===== config.mk =====
export PLATFORM = sky130hd
export DESIGN_NAME = mem_wb_pipe_flat
export DESIGN_NICKNAME = d
export VERILOG_FILES = /design/src/rtl/mem_wb_pkg.sv /design/src/rtl/mem_wb_pipe_if.sv /design/src/rtl/pipe_skid_buf.sv /design/src/rtl/mem_wb_pipe.sv /design/src/flat_wrapper.sv
export SDC_FILE = /design/constraint.sdc
export NUM_CORES = 1
export LEC_CHECK = 0
export ABC_AREA = 1
export CAP_MARGIN = 5
export CORE_ASPECT_RATIO = 0.8
export CORE_MARGIN = 1.5
export CORE_UTILIZATION = 48
export CTS_CLUSTER_DIAMETER = 80
export DETAILED_ROUTE_END_ITERATION = 10
export PLACE_DENSITY = 0.8
export SETUP_SLACK_MARGIN = 0.3
export SLEW_MARGIN = 20
export SYNTH_ARGS = -nofsm -noshare
export SYNTH_HDL_FRONTEND = slang
export SYNTH_HIERARCHICAL = 1
export SYNTH_SLANG_ARGS = --single-unit

===== constraint.sdc =====
create_clock -name clk -period 1.55 [get_ports clk]
set_input_delay 0.465 -clock clk [delete_from_list [all_inputs] [get_ports clk]]
set_output_delay 0.465 -clock clk [all_outputs]
set_load 0.05 [all_outputs]

===== src/rtl/mem_wb_pkg.sv =====
// MEM/WB pipeline register: shared types.
// FSM states, entry layout and default widths.
package mem_wb_pkg;

    localparam int DATA_W = 16;
    localparam int REG_W  = 4;

    localparam logic [REG_W-1:0] NOP_REG_DEFAULT = '1;

    typedef enum logic [1:0] {
        EMPTY = 2'd0,
        ONE   = 2'd1,
        TWO   = 2'd2
    } mem_wb_state_t;

    typedef struct packed {
        logic              wb_en;
        logic [REG_W-1:0]  wreg;
        logic [DATA_W-1:0] wdata;
    } mem_wb_entry_t;

endpackage


===== src/rtl/mem_wb_pipe_if.sv =====
// MEM/WB stage bundle: upstream beat, write-back beat,
// flush and the forwarding/occupancy taps.
interface mem_wb_pipe_if #(
    parameter int DATA_W = 16,
    parameter int REG_W  = 4
);

    logic              in_valid;
    logic              in_ready;
    logic              in_wb_en;
    logic              in_sel_mem;
    logic [DATA_W-1:0] in_memdata;
    logic [DATA_W-1:0] in_alu;
    logic [REG_W-1:0]  in_wreg;
    logic              flush;

    logic              out_valid;
    logic              out_ready;
    logic              out_wb_en;
    logic [DATA_W-1:0] out_wdata;
    logic [REG_W-1:0]  out_wreg;
    logic              fwd_hit;
    logic [1:0]        occupancy;

    modport master (
        output in_valid, in_wb_en, in_sel_mem,
        output in_memdata, in_alu, in_wreg,
        output flush, out_ready,
        input  in_ready, out_valid, out_wb_en,
        input  out_wdata, out_wreg, fwd_hit, occupancy
    );

    modport slave (
        input  in_valid, in_wb_en, in_sel_mem,
        input  in_memdata, in_alu, in_wreg,
        input  flush, out_ready,
        output in_ready, out_valid, out_wb_en,
        output out_wdata, out_wreg, fwd_hit, occupancy
    );

endinterface


===== src/rtl/pipe_skid_buf.sv =====
// Generic valid/ready register with optional skid entry.
// Main entry drives the output; skid absorbs one stalled beat.
module pipe_skid_buf
    import mem_wb_pkg::*;
#(
    parameter int W       = 21,
    parameter bit SKID_EN = 1'b1
) (
    input  logic         clk,
    input  logic         rst,
    input  logic         flush,
    input  logic         in_valid,
    output logic         in_ready,
    input  logic [W-1:0] in_data,
    output logic         out_valid,
    input  logic         out_ready,
    output logic [W-1:0] out_data,
    output logic [1:0]   occupancy
);

    mem_wb_state_t state;
    logic [W-1:0]  main_q;
    logic [W-1:0]  skid_q;
    logic          rdy_q;
    logic          vld_q;
    logic [1:0]    occ_q;
    logic          accept;
    logic          consume;

    // Skid build keeps in_ready registered; single build
    // lets a consume free the entry in the same cycle.
    assign in_ready  = SKID_EN ? rdy_q : (~vld_q | out_ready);
    assign accept    = in_valid & in_ready & ~flush;
    assign consume   = vld_q & out_ready;
    assign out_valid = vld_q;
    assign out_data  = main_q;
    assign occupancy = occ_q;

    always_ff @(posedge clk) begin
        if (rst) begin
            state  <= EMPTY;
            main_q <= '0;
            skid_q <= '0;
            rdy_q  <= 1'b1;
            vld_q  <= 1'b0;
            occ_q  <= 2'd0;
        end else if (flush) begin
            state  <= EMPTY;
            rdy_q  <= 1'b1;
            vld_q  <= 1'b0;
            occ_q  <= 2'd0;
        end else begin
            unique case (state)
                EMPTY: begin
                    if (accept) begin
                        main_q <= in_data;
                        state  <= ONE;
                        vld_q  <= 1'b1;
                        occ_q  <= 2'd1;
                    end
                end
                ONE: begin
                    if (accept && consume) begin
                        main_q <= in_data;
                    end else if (accept && SKID_EN) begin
                        skid_q <= in_data;
                        state  <= TWO;
                        rdy_q  <= 1'b0;
                        occ_q  <= 2'd2;
                    end else if (consume) begin
                        state  <= EMPTY;
                        vld_q  <= 1'b0;
                        occ_q  <= 2'd0;
                    end
                end
                TWO: begin
                    if (consume) begin
                        main_q <= skid_q;
                        state  <= ONE;
                        rdy_q  <= 1'b1;
                        occ_q  <= 2'd1;
                    end
                end
                default: begin
                    state  <= EMPTY;
                    rdy_q  <= 1'b1;
                    vld_q  <= 1'b0;
                    occ_q  <= 2'd0;
                end
            endcase
        end
    end

endmodule


===== src/rtl/mem_wb_pipe.sv =====
// MEM/WB pipeline register: write-back mux at the input,
// elastic buffer, NOP gating and forwarding tap.
module mem_wb_pipe #(
    parameter int              DATA_W  = 16,
    parameter int              REG_W   = 4,
    parameter logic [REG_W-1:0] NOP_REG = {REG_W{1'b1}},
    parameter bit              SKID_EN = 1'b1
) (
    input logic          clk,
    input logic          rst,
    mem_wb_pipe_if.slave bus
);

    typedef struct packed {
        logic              wb_en;
        logic [REG_W-1:0]  wreg;
        logic [DATA_W-1:0] wdata;
    } entry_t;

    localparam int ENTRY_W = $bits(entry_t);

    entry_t in_entry;
    entry_t out_entry;
    logic   held;

    assign in_entry.wb_en = bus.in_wb_en;
    assign in_entry.wreg  = bus.in_wreg;
    assign in_entry.wdata = bus.in_sel_mem ? bus.in_memdata
                                           : bus.in_alu;

    pipe_skid_buf #(
        .W       (ENTRY_W),
        .SKID_EN (SKID_EN)
    ) u_buf (
        .clk       (clk),
        .rst       (rst),
        .flush     (bus.flush),
        .in_valid  (bus.in_valid),
        .in_ready  (bus.in_ready),
        .in_data   (in_entry),
        .out_valid (held),
        .out_ready (bus.out_ready),
        .out_data  (out_entry),
        .occupancy (bus.occupancy)
    );

    // An empty stage must look like a harmless bubble downstream.
    assign bus.out_valid = held;
    assign bus.out_wb_en = held & out_entry.wb_en;
    assign bus.out_wdata = held ? out_entry.wdata : '0;
    assign bus.out_wreg  = held ? out_entry.wreg : NOP_REG;
    assign bus.fwd_hit   = held & out_entry.wb_en
                         & (out_entry.wreg != NOP_REG);

endmodule


===== src/flat_wrapper.sv =====
// flat-port wrapper written by rule: the top's interface ports become plain ports
module mem_wb_pipe_flat 
#(
    parameter int              DATA_W  = 16,
    parameter int              REG_W   = 4,
    parameter logic [REG_W-1:0] NOP_REG = {REG_W{1'b1}},
    parameter bit              SKID_EN = 1'b1
)
  (clk, rst, bus_in_valid, bus_in_wb_en, bus_in_sel_mem, bus_in_memdata, bus_in_alu, bus_in_wreg, bus_flush, bus_out_ready, bus_in_ready, bus_out_valid, bus_out_wb_en, bus_out_wdata, bus_out_wreg, bus_fwd_hit, bus_occupancy);
  mem_wb_pipe_if #(.DATA_W(DATA_W), .REG_W(REG_W)) bus_i ();
  input logic clk;
  input logic rst;
  input wire logic [$bits(bus_i.in_valid)-1:0] bus_in_valid;
  input wire logic [$bits(bus_i.in_wb_en)-1:0] bus_in_wb_en;
  input wire logic [$bits(bus_i.in_sel_mem)-1:0] bus_in_sel_mem;
  input wire logic [$bits(bus_i.in_memdata)-1:0] bus_in_memdata;
  input wire logic [$bits(bus_i.in_alu)-1:0] bus_in_alu;
  input wire logic [$bits(bus_i.in_wreg)-1:0] bus_in_wreg;
  input wire logic [$bits(bus_i.flush)-1:0] bus_flush;
  input wire logic [$bits(bus_i.out_ready)-1:0] bus_out_ready;
  output wire logic [$bits(bus_i.in_ready)-1:0] bus_in_ready;
  output wire logic [$bits(bus_i.out_valid)-1:0] bus_out_valid;
  output wire logic [$bits(bus_i.out_wb_en)-1:0] bus_out_wb_en;
  output wire logic [$bits(bus_i.out_wdata)-1:0] bus_out_wdata;
  output wire logic [$bits(bus_i.out_wreg)-1:0] bus_out_wreg;
  output wire logic [$bits(bus_i.fwd_hit)-1:0] bus_fwd_hit;
  output wire logic [$bits(bus_i.occupancy)-1:0] bus_occupancy;
  assign bus_i.in_valid = bus_in_valid;
  assign bus_i.in_wb_en = bus_in_wb_en;
  assign bus_i.in_sel_mem = bus_in_sel_mem;
  assign bus_i.in_memdata = bus_in_memdata;
  assign bus_i.in_alu = bus_in_alu;
  assign bus_i.in_wreg = bus_in_wreg;
  assign bus_i.flush = bus_flush;
  assign bus_i.out_ready = bus_out_ready;
  assign bus_in_ready = bus_i.in_ready;
  assign bus_out_valid = bus_i.out_valid;
  assign bus_out_wb_en = bus_i.out_wb_en;
  assign bus_out_wdata = bus_i.out_wdata;
  assign bus_out_wreg = bus_i.out_wreg;
  assign bus_fwd_hit = bus_i.fwd_hit;
  assign bus_occupancy = bus_i.occupancy;
  mem_wb_pipe #(.DATA_W(DATA_W), .REG_W(REG_W), .NOP_REG(NOP_REG), .SKID_EN(SKID_EN)) u_core (.clk(clk), .rst(rst), .bus(bus_i));
endmodule

Yosys cells after proc, flatten, opt, wreduce, memory -nomap -nowiden
Cells that the tools add are included.
{"block": "totals", "elab_cells": 56, "ff_bits": 46}
{"block": "classes", "bitwise": 9, "n_reduce_logical": 9, "mux": 22, "n_eq_ne": 11}
{"operator": "two-way mux 21 bit", "n": 3}
{"operator": "case mux 21 bit (3 select lines)", "n": 1}
{"operator": "two-way mux 16 bit", "n": 2}
{"operator": "!= test 2 bit (second input constant)", "n": 7}
{"operator": "AND reduction 4 bit", "n": 3}
{"operator": "two-way mux 2 bit", "n": 5}
{"operator": "AND reduction 5 bit", "n": 2}
{"operator": "two-way mux 1 bit", "n": 7}
{"operator": "case mux 1 bit (3 select lines)", "n": 2}
{"operator": "case mux 2 bit (3 select lines)", "n": 1}
{"operator": "AND 1 bit", "n": 5}
{"operator": "two-way mux 4 bit", "n": 1}
{"operator": "!= test 4 bit (second input constant)", "n": 1}
{"operator": "inverter 1 bit", "n": 4}
{"operator": "!= test 3 bit (second input constant)", "n": 1}
{"operator": "nonzero test 3 bit", "n": 1}
{"operator": "equality test 2 x 1 -> 1 bit (second input constant)", "n": 1}
{"operator": "equality test 2 bit (second input constant)", "n": 1}
{"operator": "zero test 2 bit", "n": 1}
{"operator": "OR reduction 2 bit", "n": 1}
{"operator": "logical AND 1 bit", "n": 1}

Depth between registers and ports, before layout
{"block": "logic_depth", "depth_word": 5, "depth_mapped": 9, "mapped_depth_nobuf": 8}

Modules after synthesis
Netlist, hierarchy kept.
{"mod": "pipe_skid_buf", "seq_area_each_um2": 920.9, "area_per_inst_um2": 2065.7, "cells_per_inst": 318, "instances": 1}
{"mod": "mem_wb_pipe", "seq_area_each_um2": 0.0, "area_per_inst_um2": 431.7, "cells_per_inst": 99, "instances": 1}

Least setup slack after synthesis
OpenSTA, ideal clock, no wires.
{"block": "synth_timing", "kind": "register to output", "start": "reg u_core.u_buf.vld_q, in the netlist u_core/u_buf/out_valid", "end": "out bus_fwd_hit", "arrival_time_ns": 1.477, "path_slack_ns": -0.392, "path_stages_with_launch": 3, "required_ns": 1.085, "n_path_buf": 0, "cell_sequence": "dfxtp_1 -> nand2_1 -> nor2_1"}
{"block": "synth_via", "elab_chain_len": 2}
{"item": "start, declared", "line": "pipe_skid_buf.sv:25", "rtl": "logic vld_q;"}
{"item": "start signal, assigned", "line": "pipe_skid_buf.sv:45", "rtl": "vld_q <= 1'b0;"}
{"item": "start signal, assigned", "line": "pipe_skid_buf.sv:50", "rtl": "vld_q <= 1'b0;"}
{"item": "start signal, assigned", "line": "pipe_skid_buf.sv:58", "rtl": "vld_q <= 1'b1;"}
{"item": "AND 1 bit", "line": "mem_wb_pipe.sv:52", "rtl": "assign bus.fwd_hit = held & out_entry.wb_en"}
{"item": "AND 1 bit", "line": "mem_wb_pipe.sv:53", "rtl": "& (out_entry.wreg != NOP_REG);"}
{"item": "end, declared", "line": "flat_wrapper.sv:26", "rtl": "output wire logic [$bits(bus_i.fwd_hit)-1:0] bus_fwd_hit;"}
No other way between the ends.

Worst setup path after layout
{"block": "layout_timing", "start": "reg u_core.u_buf.vld_q, in the netlist u_core/u_buf/out_valid", "end": "reg u_core.u_buf.skid_q[20]"}
{"block": "layout_via", "elab_chain_len": 4}
{"item": "AND 1 bit", "line": "pipe_skid_buf.sv:34", "rtl": "assign consume = vld_q & out_ready;"}
{"item": "logical AND 1 bit", "line": "pipe_skid_buf.sv:63", "rtl": "if (accept && consume) begin"}
{"item": "inverter 1 bit (no line)"}
{"item": "AND reduction 4 bit (no line)"}
{"item": "end signal, assigned", "line": "pipe_skid_buf.sv:66", "rtl": "skid_q <= in_data;"}
{"item": "end, declared", "line": "pipe_skid_buf.sv:23", "rtl": "logic [W-1:0] skid_q;"}
No other way between the ends.
A chain may end at the register's enable or synchronous reset.

==> flow_summary_export.csv <==
group,metric,value,unit
run_status,run_status,"complete, but fails checks",
run_status,failed_checks,"negative setup slack",
logic_synthesis,synthTopCellsByCount,"143 x sky130_fd_sc_hd__nand2_1, 72 x sky130_fd_sc_hd__nor2_1, 69 x sky130_fd_sc_hd__inv_1",
route,via_count,2840,
logic_synthesis,synth.top_cells.by_area,"sky130_fd_sc_hd__dfxtp_1 37%, sky130_fd_sc_hd__nand2_1 21%, sky130_fd_sc_hd__nor2_1 11%",
route,final_antenna_net_count,0,
logic_synthesis,number_of_enable_type_register_cells_in_the_synthesized_netlist,0,
logic_synthesis,synthesis.nets,460,
die,core_area,5007,um2
logic_synthesis,post_synthesis_area_per_instance,5.989,um2
clock_tree,tritoncts,"done",
setup_path,reg2reg_setup_slack,-140,ps
final_layout,area_growth,69.89,%
die,dieArea,5647,um2
power_and_ir_drop,power.leakage,0.002025,uW
grt,grt_remaining_overflow,0,
timing,final-setup-viol-count,49,
route,vias_per_cell,5.071,
clock_tree,cts_inserted_buffers,5,
placed_design,place_worst_setup_slack,-387.0,ps
timing,rsz0062_at_grt,"true",
timing,finalHoldViolations,0,
clock_tree,clk_pin_slew,90,ps
clock_tree,ctsHtreeMaxLevel,2,
logic_synthesis,synth_sequential_area_ratio,36.87,%
final_layout,drive_gt1_share,30.32,%
worst_hold_path,number_of_cells_on_the_worst_hold_path,2,
setup_path,reg2regPathDepth,9,
setup_path,startpoint_to_endpoint_class_of_the_critical_path,"register to register",
route,dr.pass1.iters,6,
route,route.detailed.wl_per_inst,14.35,um
route,dr.first_iter.drc_count,178,
timing,finalMaxSlewViolations,0,
die,core.rowCount,23,
power_and_ir_drop,power_per_cell_area,631.9,nW/um2
timing,layout_worst_path_cycle_share,109.0,%
grt,groute.usage.overall,25.04,%
setup_path,worstPathArrival,1900,ps
final_layout,fin_nets,540,
worst_hold_path,hold_path_startpoint,"u_core/u_buf/skid_q[6]",
job,cap_violations,0,
setup_path,worstReg2RegEnd,"u_core/u_buf/skid_q[20]",
placed_design,place_congestion,0.8298,
power_and_ir_drop,vdd.ir_drop.worst,0.4988,mV
logic_synthesis,synthArstFlopShare,0,%
logic_synthesis,post_synth_inst_count,417,
timing,tightest_slew,379.2,ps
route,post-route-drc-count,0,
logic_synthesis,synth.most_common_cell,"sky130_fd_sc_hd__nand2_1",
setup_path,worst-endpoint-required,1760,ps
die,die_width,83.65,um
final_layout,n_antenna_cell,0,
grt,initial_antenna_violation_count,0,
die,initial_utilization,49.88,%
grt,grt_start_max_net_pins,32,
logic_synthesis,synth_top_area_share,36.87,%
logic_synthesis,synthesis.area,2497,um2
logic_synthesis,ys_types,20,
clock_tree,clk_latency,320,ps
worst_hold_path,hp-class,"register to register",
clock_tree,cts_max_path_buffers,2,
timing,setup_slack_after_layout,-139.9,ps
die,num_io_pins,69,
setup_path,crit_path_max_fanout,7,
setup_path,r2r_start,"u_core/u_buf/out_valid",
worst_hold_path,worstHoldEndpoint,"u_core/u_buf/skid_q[6]",
clock_tree,clock_sinks,46,
grt,grt_first_pass_wirelength,10900,um
setup_path,end_kind,"register",
logic_synthesis,synth.ff_latch_count,46,
clock_tree,clockRootBuffer,"sky130_fd_sc_hd__clkbuf_8",
final_layout,fin_util,84.73,%
die,dieHeight,67.52,um
timing,timing.slew.headroom,74.45,%
timing,fmax,0.5918,GHz
logic_synthesis,synthFlopType,"sky130_fd_sc_hd__dfxtp_1",
setup_path,setup.worst_path.start_class,"register",
clock_tree,hold_bufs_inserted_after_cts,0,
grt,number_of_global_route_vias_before_repair,2367,
timing,final.hold.worst_slack,474.5,ps
logic_synthesis,netlist.top_cell.by_area,"sky130_fd_sc_hd__dfxtp_1",
timing,finalClockSkew,7.584,ps
placed_design,placement.io_buffers,68,
logic_synthesis,yosys_warnings,6,
timing,post_layout_minimum_cycle_time,1690,ps
route,finalWirelength,8035,um
placed_design,hpwlAfterDp,4582,um
## power breakdown
group / internal [uW] / leakage (uW) / switching (uW) / total (uW)
logic: 290 / 0.00160 / 337 / 627
clock network: 324 / 0.0000451 / 461 / 785
registers: 1220 / 0.000376 / 45.3 / 1270
total: 1840 / 0.00202 / 843 / 2680
## sequential cells by signal, indices dropped and copies added, names as in the netlist
name and count:
u_core/u_buf/out_valid 1, u_core/u_buf/skid_q 21, u_core/u_buf/out_data 21, u_core/u_buf/occupancy 2, u_core/u_buf/in_ready 1
## stage by stage
| stage | instances | TNS [ps] | instance area (um2) | total power (uW) |
|---|---|---|---|---|
| floorplan | 417 | 0 | 2694 | 1579 |
| global placement | 539 | -10750 | 3692 | 1784 |
| detailed placement | 539 | -13860 | 3692 | 1799 |
| CTS | 556 | -1664 | 4010 | 2600 |
| global route | 560 | -5982 | 4243 | 2772 |
| finish | 560 | -3762 | 4243 | 2681 |
## layout make-up
| type | count | area (um2) |
|---|---|---|
| Clock buffer | 5 | 68.82 |
| Inverter | 73 | 342.8 |
| Sequential cell | 46 | 937.1 |
| Fill cell | 260 | 764.5 |
| Timing Repair Buffer | 94 | 1323 |
| Tap cell | 62 | 77.57 |
| Multi-Input combinational cell | 277 | 1471 |
| Clock inverter | 3 | 22.52 |
## per-layer routing
metal | vias up | GRT usage, % | wire (um)
li1 | 1396 | - | -
met1 | 1246 | 31.32 | 3266
met2 | 168 | 42.54 | 3846
met3 | 30 | 4.401 | 641
met4 | 0 | 12.50 | 281
met5 | - | 0 | 0
## worst max-delay path: stages (launching register included)
cell and delay (ps):
sky130_fd_sc_hd__dfxtp_4 410, sky130_fd_sc_hd__buf_6 150, sky130_fd_sc_hd__buf_4 150, sky130_fd_sc_hd__nand2_4 80, sky130_fd_sc_hd__inv_2 60, sky130_fd_sc_hd__nor2_4 190, sky130_fd_sc_hd__nand2_8 140, sky130_fd_sc_hd__buf_6 170
sky130_fd_sc_hd__o21ai_2 140, sky130_fd_sc_hd__nor2_1 90
## how the worst max path moves through the flow
stage / startpoint / endpoint / slack (ps)
finish: u_core/u_buf/out_valid / u_core/u_buf/skid_q[20] / -140
floorplan: u_core/u_buf/out_valid / bus_out_wdata[10] / 200
global route: u_core/u_buf/out_valid / u_core/u_buf/skid_q[20] / -150
global placement: bus_in_valid / u_core/u_buf/out_data[0] / -300
CTS: u_core/u_buf/out_valid / bus_out_wdata[12] / -100
detailed placement: bus_in_valid / u_core/u_buf/out_data[17] / -390
## what timing repair did
action,in CTS,in global routing
resized for setup,31,47
buffers inserted,6,3
pin swaps,1,8
gates cloned,3,1
endpoints found under the setup margin,72,72
## layout by cell type (no fill, tap or decap), drive strengths merged
cell and n:
dlygate4sd2 2, a21oi 10, nor2 74, clkdlybuf4s50 40
inv 58, nor3b 1, clkbuf 6, o31ai 1
nand3 2, clkinvlp 18, buf 51, nand2 143
o21ai 46, dfxtp 46
## kinds of logic after synthesis
| kind of cell | count (synthesis) | synth area share (%) |
|---|---|---|
| and+or+nand+nor | 220 | 33.92 |
| AOI/OAI and AO/OA | 57 | 12.12 |
| buffers and inverters | 94 | 17.08 |
| DFF | 46 | 36.87 |
Power figures use the tool's default switching activity.
